File: src/rtl/led_pkg.sv
// Shared definitions for the LED draw engine: op-codes, panel geometry,
// FSM encoding, packed command layout and the clipping helper.
package led_pkg;

  localparam int CMD_FIFO_DEPTH = 8;
  localparam int CMD_FIFO_AW    = 3;
  localparam int PANEL_W        = 32;
  localparam int PANEL_H        = 16;

  localparam logic [1:0] OP_PIXEL  = 2'b00;
  localparam logic [1:0] OP_RECT   = 2'b01;
  localparam logic [1:0] OP_FILL   = 2'b10;
  localparam logic [1:0] OP_COMMIT = 2'b11;

  typedef enum logic [2:0] {
    ST_IDLE,
    ST_LOAD,
    ST_EMIT,
    ST_HOLD,
    ST_COMMIT_HI,
    ST_COMMIT_LO
  } state_t;

  typedef struct packed {
    logic [1:0] op;
    logic [4:0] x0;
    logic [3:0] y0;
    logic [5:0] w;
    logic [4:0] h;
    logic [2:0] color;
  } cmd_t;

  localparam int CMD_W = $bits(cmd_t);

  // Last covered coordinate of a span, truncated at the panel edge.
  function automatic logic [6:0] clip_end(input logic [6:0] start,
                                          input logic [6:0] len,
                                          input logic [6:0] lim);
    logic [6:0] e;
    e = start + len;
    if (e > lim) e = lim;
    return e - 7'd1;
  endfunction

endpackage

File: src/rtl/led_cmd_fifo.sv
// Generic synchronous FIFO; read data is the head entry, valid whenever not empty.
// Writes are dropped while full and reads while empty, so callers may offer freely.
module led_cmd_fifo #(
  parameter int W     = 25,
  parameter int DEPTH = 8,
  parameter int AW    = 3
) (
  input  logic          clk,
  input  logic          reset_n,
  input  logic          wr_vld,
  input  logic [W-1:0]  wr_dat,
  input  logic          rd_vld,
  output logic [W-1:0]  rd_dat,
  output logic          full,
  output logic          empty,
  output logic [AW:0]   level
);

  logic [W-1:0]  mem_q [DEPTH];
  logic [AW-1:0] wr_ptr_q, wr_ptr_d;
  logic [AW-1:0] rd_ptr_q, rd_ptr_d;
  logic [AW:0]   level_q, level_d;
  logic          wr_ok, rd_ok;

  assign full   = (level_q == (AW+1)'(DEPTH));
  assign empty  = (level_q == '0);
  assign level  = level_q;
  assign rd_dat = mem_q[rd_ptr_q];

  always_comb begin
    wr_ok    = wr_vld && !full;
    rd_ok    = rd_vld && !empty;
    wr_ptr_d = wr_ok ? wr_ptr_q + 1'b1 : wr_ptr_q;
    rd_ptr_d = rd_ok ? rd_ptr_q + 1'b1 : rd_ptr_q;
    level_d  = level_q + (AW+1)'(wr_ok) - (AW+1)'(rd_ok);
  end

  always_ff @(posedge clk or negedge reset_n) begin
    if (!reset_n) begin
      wr_ptr_q <= '0;
      rd_ptr_q <= '0;
      level_q  <= '0;
    end else begin
      wr_ptr_q <= wr_ptr_d;
      rd_ptr_q <= rd_ptr_d;
      level_q  <= level_d;
    end
  end

  always_ff @(posedge clk) begin
    if (wr_ok) mem_q[wr_ptr_q] <= wr_dat;
  end

endmodule

File: src/rtl/led_draw_engine.sv
// Command-driven pixel walker feeding the LED panel; first write 2 edges after accept,
// 2 clocks per pixel; cmd_ready drops only while the command FIFO is full.
module led_draw_engine
  import led_pkg::*;
#(
  parameter int FIFO_DEPTH = CMD_FIFO_DEPTH,
  parameter int FIFO_AW    = CMD_FIFO_AW
) (
  input  logic               clk,
  input  logic               reset_n,
  input  logic               cmd_valid,
  output logic               cmd_ready,
  input  logic [1:0]         cmd_op,
  input  logic [4:0]         cmd_x0,
  input  logic [3:0]         cmd_y0,
  input  logic [5:0]         cmd_w,
  input  logic [4:0]         cmd_h,
  input  logic [2:0]         cmd_color,
  output logic [4:0]         x_address,
  output logic [3:0]         y_address,
  output logic [2:0]         color,
  output logic               new_data,
  output logic               update_panel,
  output logic               busy,
  output logic [FIFO_AW:0]   fifo_level,
  output logic [7:0]         frame_count
);

  cmd_t           cmd_in, head;
  logic           fifo_full, fifo_empty, push, pop;
  logic [FIFO_AW:0] level_nxt;

  state_t     state_q, state_d;
  logic [6:0] cx_q, cx_d, cy_q, cy_d;
  logic [6:0] x0_q, x0_d, xe_q, xe_d, ye_q, ye_d;
  logic [2:0] col_q, col_d;
  logic       cnt_q, cnt_d;
  logic [6:0] lx0, ly0, lw, lh;

  logic [4:0] x_address_q, x_address_d;
  logic [3:0] y_address_q, y_address_d;
  logic [2:0] color_q, color_d;
  logic       new_data_q, new_data_d;
  logic       update_panel_q, update_panel_d;
  logic       busy_q, busy_d;
  logic [7:0] frame_count_q, frame_count_d;

  assign cmd_in = {cmd_op, cmd_x0, cmd_y0, cmd_w, cmd_h, cmd_color};
  assign cmd_ready = !fifo_full;
  assign push = cmd_valid && cmd_ready;
  assign pop  = (state_q == ST_LOAD);

  led_cmd_fifo #(
    .W     (CMD_W),
    .DEPTH (FIFO_DEPTH),
    .AW    (FIFO_AW)
  ) u_fifo (
    .clk     (clk),
    .reset_n (reset_n),
    .wr_vld  (cmd_valid),
    .wr_dat  (cmd_in),
    .rd_vld  (pop),
    .rd_dat  (head),
    .full    (fifo_full),
    .empty   (fifo_empty),
    .level   (fifo_level)
  );

  always_comb begin
    state_d       = state_q;
    cx_d          = cx_q;
    cy_d          = cy_q;
    x0_d          = x0_q;
    xe_d          = xe_q;
    ye_d          = ye_q;
    col_d         = col_q;
    cnt_d         = cnt_q;
    frame_count_d = frame_count_q;
    lx0 = '0;
    ly0 = '0;
    lw  = '0;
    lh  = '0;

    // Normalise every drawing op to a box: PIXEL is 1x1, FILL is the whole panel.
    case (head.op)
      OP_PIXEL: begin lx0 = {2'b0, head.x0}; ly0 = {3'b0, head.y0}; lw = 7'd1; lh = 7'd1; end
      OP_RECT:  begin lx0 = {2'b0, head.x0}; ly0 = {3'b0, head.y0};
                      lw = {1'b0, head.w}; lh = {2'b0, head.h}; end
      OP_FILL:  begin lw = 7'(PANEL_W); lh = 7'(PANEL_H); end
      default:  ;
    endcase

    case (state_q)
      ST_IDLE: if (!fifo_empty) state_d = ST_LOAD;
      ST_LOAD: begin
        if (head.op == OP_COMMIT) begin
          state_d = ST_COMMIT_HI;
          cnt_d   = 1'b0;
        end else if (lw != '0 && lh != '0) begin
          state_d = ST_EMIT;
          cx_d    = lx0;
          cy_d    = ly0;
          x0_d    = lx0;
          xe_d    = clip_end(lx0, lw, 7'(PANEL_W));
          ye_d    = clip_end(ly0, lh, 7'(PANEL_H));
          col_d   = head.color;
        end else begin
          state_d = ST_IDLE;
        end
      end
      ST_EMIT: state_d = ST_HOLD;
      ST_HOLD: begin
        if (cx_q == xe_q) begin
          if (cy_q == ye_q) begin
            state_d = ST_IDLE;
          end else begin
            cx_d    = x0_q;
            cy_d    = cy_q + 7'd1;
            state_d = ST_EMIT;
          end
        end else begin
          cx_d    = cx_q + 7'd1;
          state_d = ST_EMIT;
        end
      end
      ST_COMMIT_HI: begin
        if (cnt_q) begin
          state_d = ST_COMMIT_LO;
          cnt_d   = 1'b0;
        end else begin
          cnt_d = 1'b1;
        end
      end
      ST_COMMIT_LO: begin
        if (cnt_q) begin
          state_d       = ST_IDLE;
          frame_count_d = frame_count_q + 8'd1;
        end else begin
          cnt_d = 1'b1;
        end
      end
      default: state_d = ST_IDLE;
    endcase

    // Output registers follow the next state so strobes line up with EMIT/COMMIT_HI.
    x_address_d    = x_address_q;
    y_address_d    = y_address_q;
    color_d        = color_q;
    new_data_d     = (state_d == ST_EMIT);
    update_panel_d = (state_d == ST_COMMIT_HI);
    if (state_d == ST_EMIT) begin
      x_address_d = cx_d[4:0];
      y_address_d = cy_d[3:0];
      color_d     = col_d;
    end
    level_nxt = fifo_level + (FIFO_AW+1)'(push) - (FIFO_AW+1)'(pop);
    busy_d    = (state_d != ST_IDLE) || (level_nxt != '0);
  end

  always_ff @(posedge clk or negedge reset_n) begin
    if (!reset_n) begin
      state_q        <= ST_IDLE;
      cx_q           <= '0;
      cy_q           <= '0;
      x0_q           <= '0;
      xe_q           <= '0;
      ye_q           <= '0;
      col_q          <= '0;
      cnt_q          <= 1'b0;
      x_address_q    <= '0;
      y_address_q    <= '0;
      color_q        <= '0;
      new_data_q     <= 1'b0;
      update_panel_q <= 1'b0;
      busy_q         <= 1'b0;
      frame_count_q  <= '0;
    end else begin
      state_q        <= state_d;
      cx_q           <= cx_d;
      cy_q           <= cy_d;
      x0_q           <= x0_d;
      xe_q           <= xe_d;
      ye_q           <= ye_d;
      col_q          <= col_d;
      cnt_q          <= cnt_d;
      x_address_q    <= x_address_d;
      y_address_q    <= y_address_d;
      color_q        <= color_d;
      new_data_q     <= new_data_d;
      update_panel_q <= update_panel_d;
      busy_q         <= busy_d;
      frame_count_q  <= frame_count_d;
    end
  end

  assign x_address    = x_address_q;
  assign y_address    = y_address_q;
  assign color        = color_q;
  assign new_data     = new_data_q;
  assign update_panel = update_panel_q;
  assign busy         = busy_q;
  assign frame_count  = frame_count_q;

endmodule

File: config.mk
export PLATFORM = sky130hd
export DESIGN_NAME = led_draw_engine
export DESIGN_NICKNAME = d
export VERILOG_FILES = /design/src/rtl/led_pkg.sv /design/src/rtl/led_cmd_fifo.sv /design/src/rtl/led_draw_engine.sv
export SDC_FILE = /design/constraint.sdc
export NUM_CORES = 1
export LEC_CHECK = 0
export BUFFER_PORTS_ARGS = -buffer_cell sky130_fd_sc_hd__buf_2
export CORE_ASPECT_RATIO = 0.5
export CORE_MARGIN = 3
export CORE_UTILIZATION = 65
export CTS_CLUSTER_SIZE = 16
export DETAILED_ROUTE_END_ITERATION = 10
export PLACE_DENSITY = 0.84
export SLEW_MARGIN = 15
export SYNTH_ARGS = -nofsm -noshare
export SYNTH_HDL_FRONTEND = slang
export SYNTH_SLANG_ARGS = --single-unit
export TNS_END_PERCENT = 20
File: constraint.sdc
create_clock -name clk -period 12.6 [get_ports clk]
set_input_delay 1.26 -clock clk [delete_from_list [all_inputs] [get_ports clk]]
set_output_delay 1.26 -clock clk [all_outputs]
set_load 0.005 [all_outputs]
Word-level counts from Yosys, hierarchy flattened:

Memory sizes are Yosys's and may differ from the RTL's.
Cells that the tools add are included.

* order comparisons: 2
* eq/ne operators: 19
* $add $sub $neg: 12
* mux-type cells: 38
* reductions and logical operators: 21
* bitwise gates (word level): 1

Operator list (count)
* $mux W7: 16
* $pmux W7 S2: 2
* $mux W3: 8
* $pmux W3 S6: 1
* $pmux W6 S3: 1
* $pmux W5 S3: 1
* $add A7 B1 Y7 const B: 2
* $add A7 B7 Y7: 2
* $eq A7 B7 Y1: 2
* $reduce_bool A7 Y1: 2
* $sub A7 B1 Y7 const B: 2
* $eq A3 B2 Y1 const B: 3
* $eq A3 B3 Y1 const B: 3
* $add A8 B1 Y8 const B: 1
* $sub A4 B1 Y4: 2
* $gt A7 B5 Y1 const B: 1
* $gt A7 B6 Y1 const B: 1
* $add A3 B1 Y3 const B: 2
* $ne A2 B2 Y1 const B: 3
* $reduce_bool A3 Y1: 2
* $mux W5: 1
* $reduce_and A5 Y1: 1
* $add A4 B1 Y4: 1
* $eq A2 B2 Y1 const B: 2
* 22 further kinds: 31

* RAM bits: 200
* word-level logic and storage cells: 114
* output and inout bits: 28
* memories kept: 1
* register bits: 75

Memory list
* u_fifo.mem_q: words 8, width 25, rd ports 1, clocked after memory_dff 0, write ports 1, RTL line led_cmd_fifo.sv:19 `logic [W-1:0] mem_q [DEPTH];`

Depth between registers and ports, before layout:

An unclocked memory read counts as a cell.

* depth after elaboration: 11
* gate-level depth with buffers: 21
* mapped depth without buffers: 18

Modules after synthesis:

From an unflattened synthesis, not the netlist that was laid out.

* cell total of the unflattened synthesis: 744
* area, all modules: 12200.5 µm²

By module, submodules not included
* led_cmd_fifo: area an instance 8290.5 µm², cells each 347, times used 1
* led_draw_engine: area an instance 3910.0 µm², cells each 397, times used 1

Least setup slack after synthesis:

No wires, ideal clock.

* path type: register to register
* start: register u_fifo.rd_ptr_q[0]
* end: register xe_q[4]
* path slack: 8.133 ns
* required time: 12.536 ns
* setup time: 0.064 ns
* buffers on the path: 3
* cell stages (with the launch flop): 20
* data arrival time: 4.403 ns
* period minus slack after synthesis: 4.467 ns
* path through: dfrtp_1 > buf_2 > buf_2 > buf_2 > mux4_2 > mux2i_1 > nor2_1 > ha_1 > fa_1 > xor2_1 > nor4b_1 > mux2_2 > a21boi_0 > mux2i_1 > nand2_1 > ha_1 > nand2_1 > mux2i_1 > a211oi_1 > a21o_1

* word-level cells in the longest chain between the ends: 11
* elaborated cells on any way between the ends: 21
* classes of those cells: add/sub (2); order compare (1); eq/ne (3); mux (7); bitwise (1); reduce/logical (6); memory (1)

Ends and longest elaborated chain
* from (decl): RTL line led_cmd_fifo.sv:21 `logic [AW-1:0] rd_ptr_q, rd_ptr_d;`
* from (signal assigned): RTL line led_cmd_fifo.sv:45 `rd_ptr_q <= rd_ptr_d;`
* $mem_v2 Z8 W25 (*)
* $eq A2 B1 Y1 / $logic_not A2 Y1 (equally long branches): RTL line led_draw_engine.sv:85 `case (head.op)`
* $reduce_or A2 Y1 (no source line)
* $mux W5 (*): RTL line led_draw_engine.sv:85
* named net lx0[0]: RTL line led_draw_engine.sv:38 `logic [6:0] lx0, ly0, lw, lh;`
* $add A7 B7 Y7 (*): RTL line led_pkg.sv:40 `e = start + len;`
* $gt A7 B6 Y1: RTL line led_pkg.sv:41 `if (e > lim) e = lim;`
* $mux W7 (*): RTL line led_pkg.sv:41
* $mux W7 (*): RTL line led_draw_engine.sv:99 `end else if (lw != '0 && lh != '0) begin`
* $mux W7 (*): RTL line led_draw_engine.sv:96 `if (head.op == OP_COMMIT) begin`
* $mux W7 (*): RTL line led_draw_engine.sv:93 `case (state_q)`
* $sub A7 B1 Y7 (*): RTL line led_pkg.sv:42 `return e - 7'd1;`
* to (signal assigned): RTL line led_draw_engine.sv:166 `xe_q <= '0;`
* to (signal assigned): RTL line led_draw_engine.sv:182 `xe_q <= xe_d;`
* to (decl): RTL line led_draw_engine.sv:35 `logic [6:0] x0_q, x0_d, xe_q, xe_d, ye_q, ye_d;`

Mark *: on every way through the listed nets, which the timed path passes. The rest lies on a longest branch. The select of a mux whose other input is x is not followed.
A chain may end at the register's enable or synchronous reset.

Final worst setup path:

* start: register u_fifo.rd_ptr_q[2]
* end: register xe_q[4]

* word-level cells in the longest chain between the ends: 11
* elaborated cells on any way between the ends: 21
* classes of those cells: add/sub (2); order compare (1); eq/ne (3); mux (7); bitwise (1); reduce/logical (6); memory (1)

Ends and longest elaborated chain (RTL line)
* $mem_v2 Z8 W25 (*)
* $eq A2 B1 Y1 / $logic_not A2 Y1 (equally long branches): led_draw_engine.sv:85
* $reduce_or A2 Y1 (no source line)
* $mux W5: led_draw_engine.sv:85
* $add A7 B7 Y7: led_pkg.sv:40
* $gt A7 B6 Y1: led_pkg.sv:41
* $mux W7: led_pkg.sv:41
* $mux W7: led_draw_engine.sv:99
* $mux W7: led_draw_engine.sv:96
* $mux W7: led_draw_engine.sv:93
* $sub A7 B1 Y7: led_pkg.sv:42

Every way passes the cells marked *; elsewhere a longest branch is shown, timed or not. The select of a mux whose other input is x is not followed.

==> impl_metrics.env <==
export IMPL_outcome="complete, no violations"
export IMPL_timing_slew_headroom_pct=39.70
export IMPL_critPathSlowestCell="buf_4"
export IMPL_path_delay_family="multiplexers"
export IMPL_firstDrtPassIters=5
export IMPL_cts_tree="built"
export IMPL_path_cells="buf_4 > mux2_2 > mux4_2 > nor2b_1 > and2_1 > fa_1 > xor2_1 > nor4b_1 > mux2_2 > a21boi_0 > mux2i_1 > nand2_1 > ha_1 > nand2_1 > mux2i_1 > a211oi_1 > a21o_1"
export IMPL_vias=6813
export IMPL_highest_layer="met4"
export IMPL_fin_cells=1071
export IMPL_ir_drop_uv=169.9
export IMPL_die_h_um=101.4
export IMPL_avgViaCountPerCell=6.361
export IMPL_diodes=0
export IMPL_hold_viol=0
export IMPL_cts_setup_buffers=0
export IMPL_cts_root_buf="clkbuf_16"
export IMPL_fmax_ghz=0.1966
export IMPL_cp_max_fo=51
export IMPL_grt_pass1_vias=6788
export IMPL_ys_flop_type="edfxtp_1"
export IMPL_numCtsBuffers=23
export IMPL_post_route_period_util_pct=40.36
export IMPL_worst_path_buf_inv=1
export IMPL_start_util_pct=67.23
export IMPL_gp_congestion=0.8354
export IMPL_place_hpwl_um=14790
export IMPL_yosys_warnings=0
export IMPL_placed_area_sq_mm=0.01238
export IMPL_io_pins=56
export IMPL_clockBufferDepth=3
export IMPL_fin_skew_ps=14.34
export IMPL_io_buffers=55
export IMPL_ys_seq_elements=273
export IMPL_worstPathArrival_ps=5530
export IMPL_startpoint_type="flop"
export IMPL_yosysUniqueCellTypes=67
export IMPL_power_density_mw_per_mm2=263.6
export IMPL_die_area_sq_mm=0.01997
export IMPL_synth_enable_flop_cells=200
export IMPL_avgSynthCellArea_sq_um=15.58
export IMPL_grt_pass1_wl_um=38810
export IMPL_antenna_found_initial=0
export IMPL_syn2layout_area_growth_pct=10.78
export IMPL_m1WireLength_um=10510
export IMPL_cap_violations=0
export IMPL_wl_per_cell_um=23.15
export IMPL_fillers=1057
export IMPL_ys_seq_area_share_pct=66.15
export IMPL_post_cts_resized=0
export IMPL_drv_slew=0
export IMPL_layout_nets=874
export IMPL_dr_wl_met2_um=11670
export IMPL_insertion_delay_ps=520
export IMPL_h_tree_depth=1
export IMPL_syn_area_sq_mm=0.01184
export IMPL_hold_buffers=0
export IMPL_wl_um=24790
export IMPL_grt_max_degree=74
export IMPL_postLayoutCoreUtil_pct=74.47
export IMPL_grt_usage_pct=25.53
export IMPL_setup_violations=0
export IMPL_cp_required_ps=13050
export IMPL_async_flop_share_pct=26.74
export IMPL_crit_type="flop to flop"
export IMPL_die_x_um=196.9
export IMPL_drc=0
export IMPL_drt_iter0_markers=550
export IMPL_layout_min_cycle_time_ps=5085
export IMPL_path_clk_slew_ps=70
export IMPL_rows=34
export IMPL_core_sq_mm=0.01761
export IMPL_setup_tns_ps=0
export IMPL_hold_class="flop to flop"
export IMPL_wl_met3_um=2060
export IMPL_leakage_uw=0.004993
export IMPL_drive_above_1_share_pct=21.98
export IMPL_cts_sinks=273
export IMPL_netlist_instances=760
export IMPL_end_kind="flop"
export IMPL_grt_ovfl_total=0
export IMPL_ant_nets=0
export IMPL_fin_area_sq_mm=0.01312
export IMPL_tightest_slew_ps=904.6
export IMPL_whs_ps=472.8
export IMPL_place_inst=1032
export IMPL_synth_fp_nets=811
export IMPL_slowest_delay_ps=650
export IMPL_rsz0062_at_grt="false"
## area by class of cell
cell class,instances,area [sq um],share of cell area (%)
inverters,20,75.07,0.5724
clock inverters,11,145.1,1.107
flip-flops and latches,273,7836,59.74
multi-input cells,438,3805,29.01
well taps,234,292.8,2.232
repair buffers,67,367.9,2.805
clock buffers,28,594.3,4.531
## cell usage after synthesis (4+ instances only)
master,number,area [sq um]
dfrtp_1,73,1827
a22oi_1,7,52.55
nor3_1,17,85.08
nor4_1,5,31.28
a21oi_1,17,85.08
nand4_1,7,43.79
and3_1,4,25.02
a31oi_1,4,25.02
and2_1,5,31.28
nor2b_1,6,37.54
buf_2,9,45.04
nand2b_1,4,25.02
nand2_1,54,202.7
o21ai_0,16,80.08
xor2_1,20,175.2
edfxtp_1,200,6006
a21o_1,7,52.55
xnor2_1,25,219.0
ha_1,21,262.8
clkbuf_1,9,33.78
buf_1,4,15.01
mux4_2,39,878.3
inv_1,19,71.32
mux2_2,25,281.5
buf_6,4,45.04
nor2_1,40,150.1
nor3b_1,5,37.54
o211ai_1,5,37.54
mux2i_1,41,410.4
nand3_1,11,55.05
## metrics by stage
step	power (uW)	worst slack [ps]
after floorplan	2376	8133
after global placement	2678	7774
after detailed placement	2736	7595
after CTS	3464	7564
after global routing	3672	7212
final	3457	7515
## cells by family (layout without fill, tap and decap cells)
family,after synthesis,count (layout),share of synthesized area [%]
DFF,273,273,66.15
muxes,108,108,13.58
buffers and inverters,49,126,1.997
and+or+nand+nor,177,177,7.387
adders and majority gates,23,23,2.557
AOI/OAI and AO/OA,85,85,4.998
xor gates and xnor gates,45,45,3.329
## sequential cells by signal, indices dropped and copies added (netlist names), 3 cells and up
name / cells
u_fifo.level: 4
ye_q: 7
color: 3
xe_q: 7
col_q: 3
cy_q: 7
u_fifo.rd_ptr_q: 3
state_q: 3
u_fifo.wr_ptr_q: 3
y_address: 4
u_fifo.mem_q: 200
cx_q: 7
x0_q: 5
x_address: 5
frame_count: 8
## where the power goes
part	total [uW]	switching [uW]	internal [uW]	leakage (uW)
registers	1270	115	1160	0.00273
clock network	711	311	400	0.000359
logic	1470	849	624	0.00191
## final timing paths
kind,startpoint,endpoint,slack (ps),cells past startpoint
setup / recovery,u_fifo.rd_ptr_q[2],xe_q[4],7510,17
min in group asynchronous,reset_n,x0_q[1],870,1
max in group asynchronous,reset_n,u_fifo.rd_ptr_q[1],11090,1
hold reg to reg,frame_count[7],frame_count[7],470,1
hold / removal,frame_count[7],frame_count[7],470,1
setup reg to reg,u_fifo.rd_ptr_q[2],xe_q[4],7510,17
## layout by cell type (no fill, tap or decap), types with 5 or more instances in the layout
cell type	n
buf_4	13
nor3b_1	5
clkbuf_1	5
nor2b_1	6
mux4_2	39
o21ai_0	16
a22oi_1	7
inv_1	19
xor2_1	20
o211ai_1	5
xnor2_1	25
a21o_1	7
and2_1	5
nor2_1	37
nand4_1	7
edfxtp_1	200
buf_2	54
dfrtp_1	70
mux2i_1	41
clkbuf_16	23
a21oi_1	17
ha_1	21
nand3_1	11
nand2_1	54
nor3_1	13
mux2_2	25
## per-layer routing
layer	GRT usage [%]	up-vias
met1	37.07	3383
li1	-	3023
met4	6.783	0
met3	4.786	49
met2	41.11	358
met5	0	-
Power figures use the tool's default switching activity.
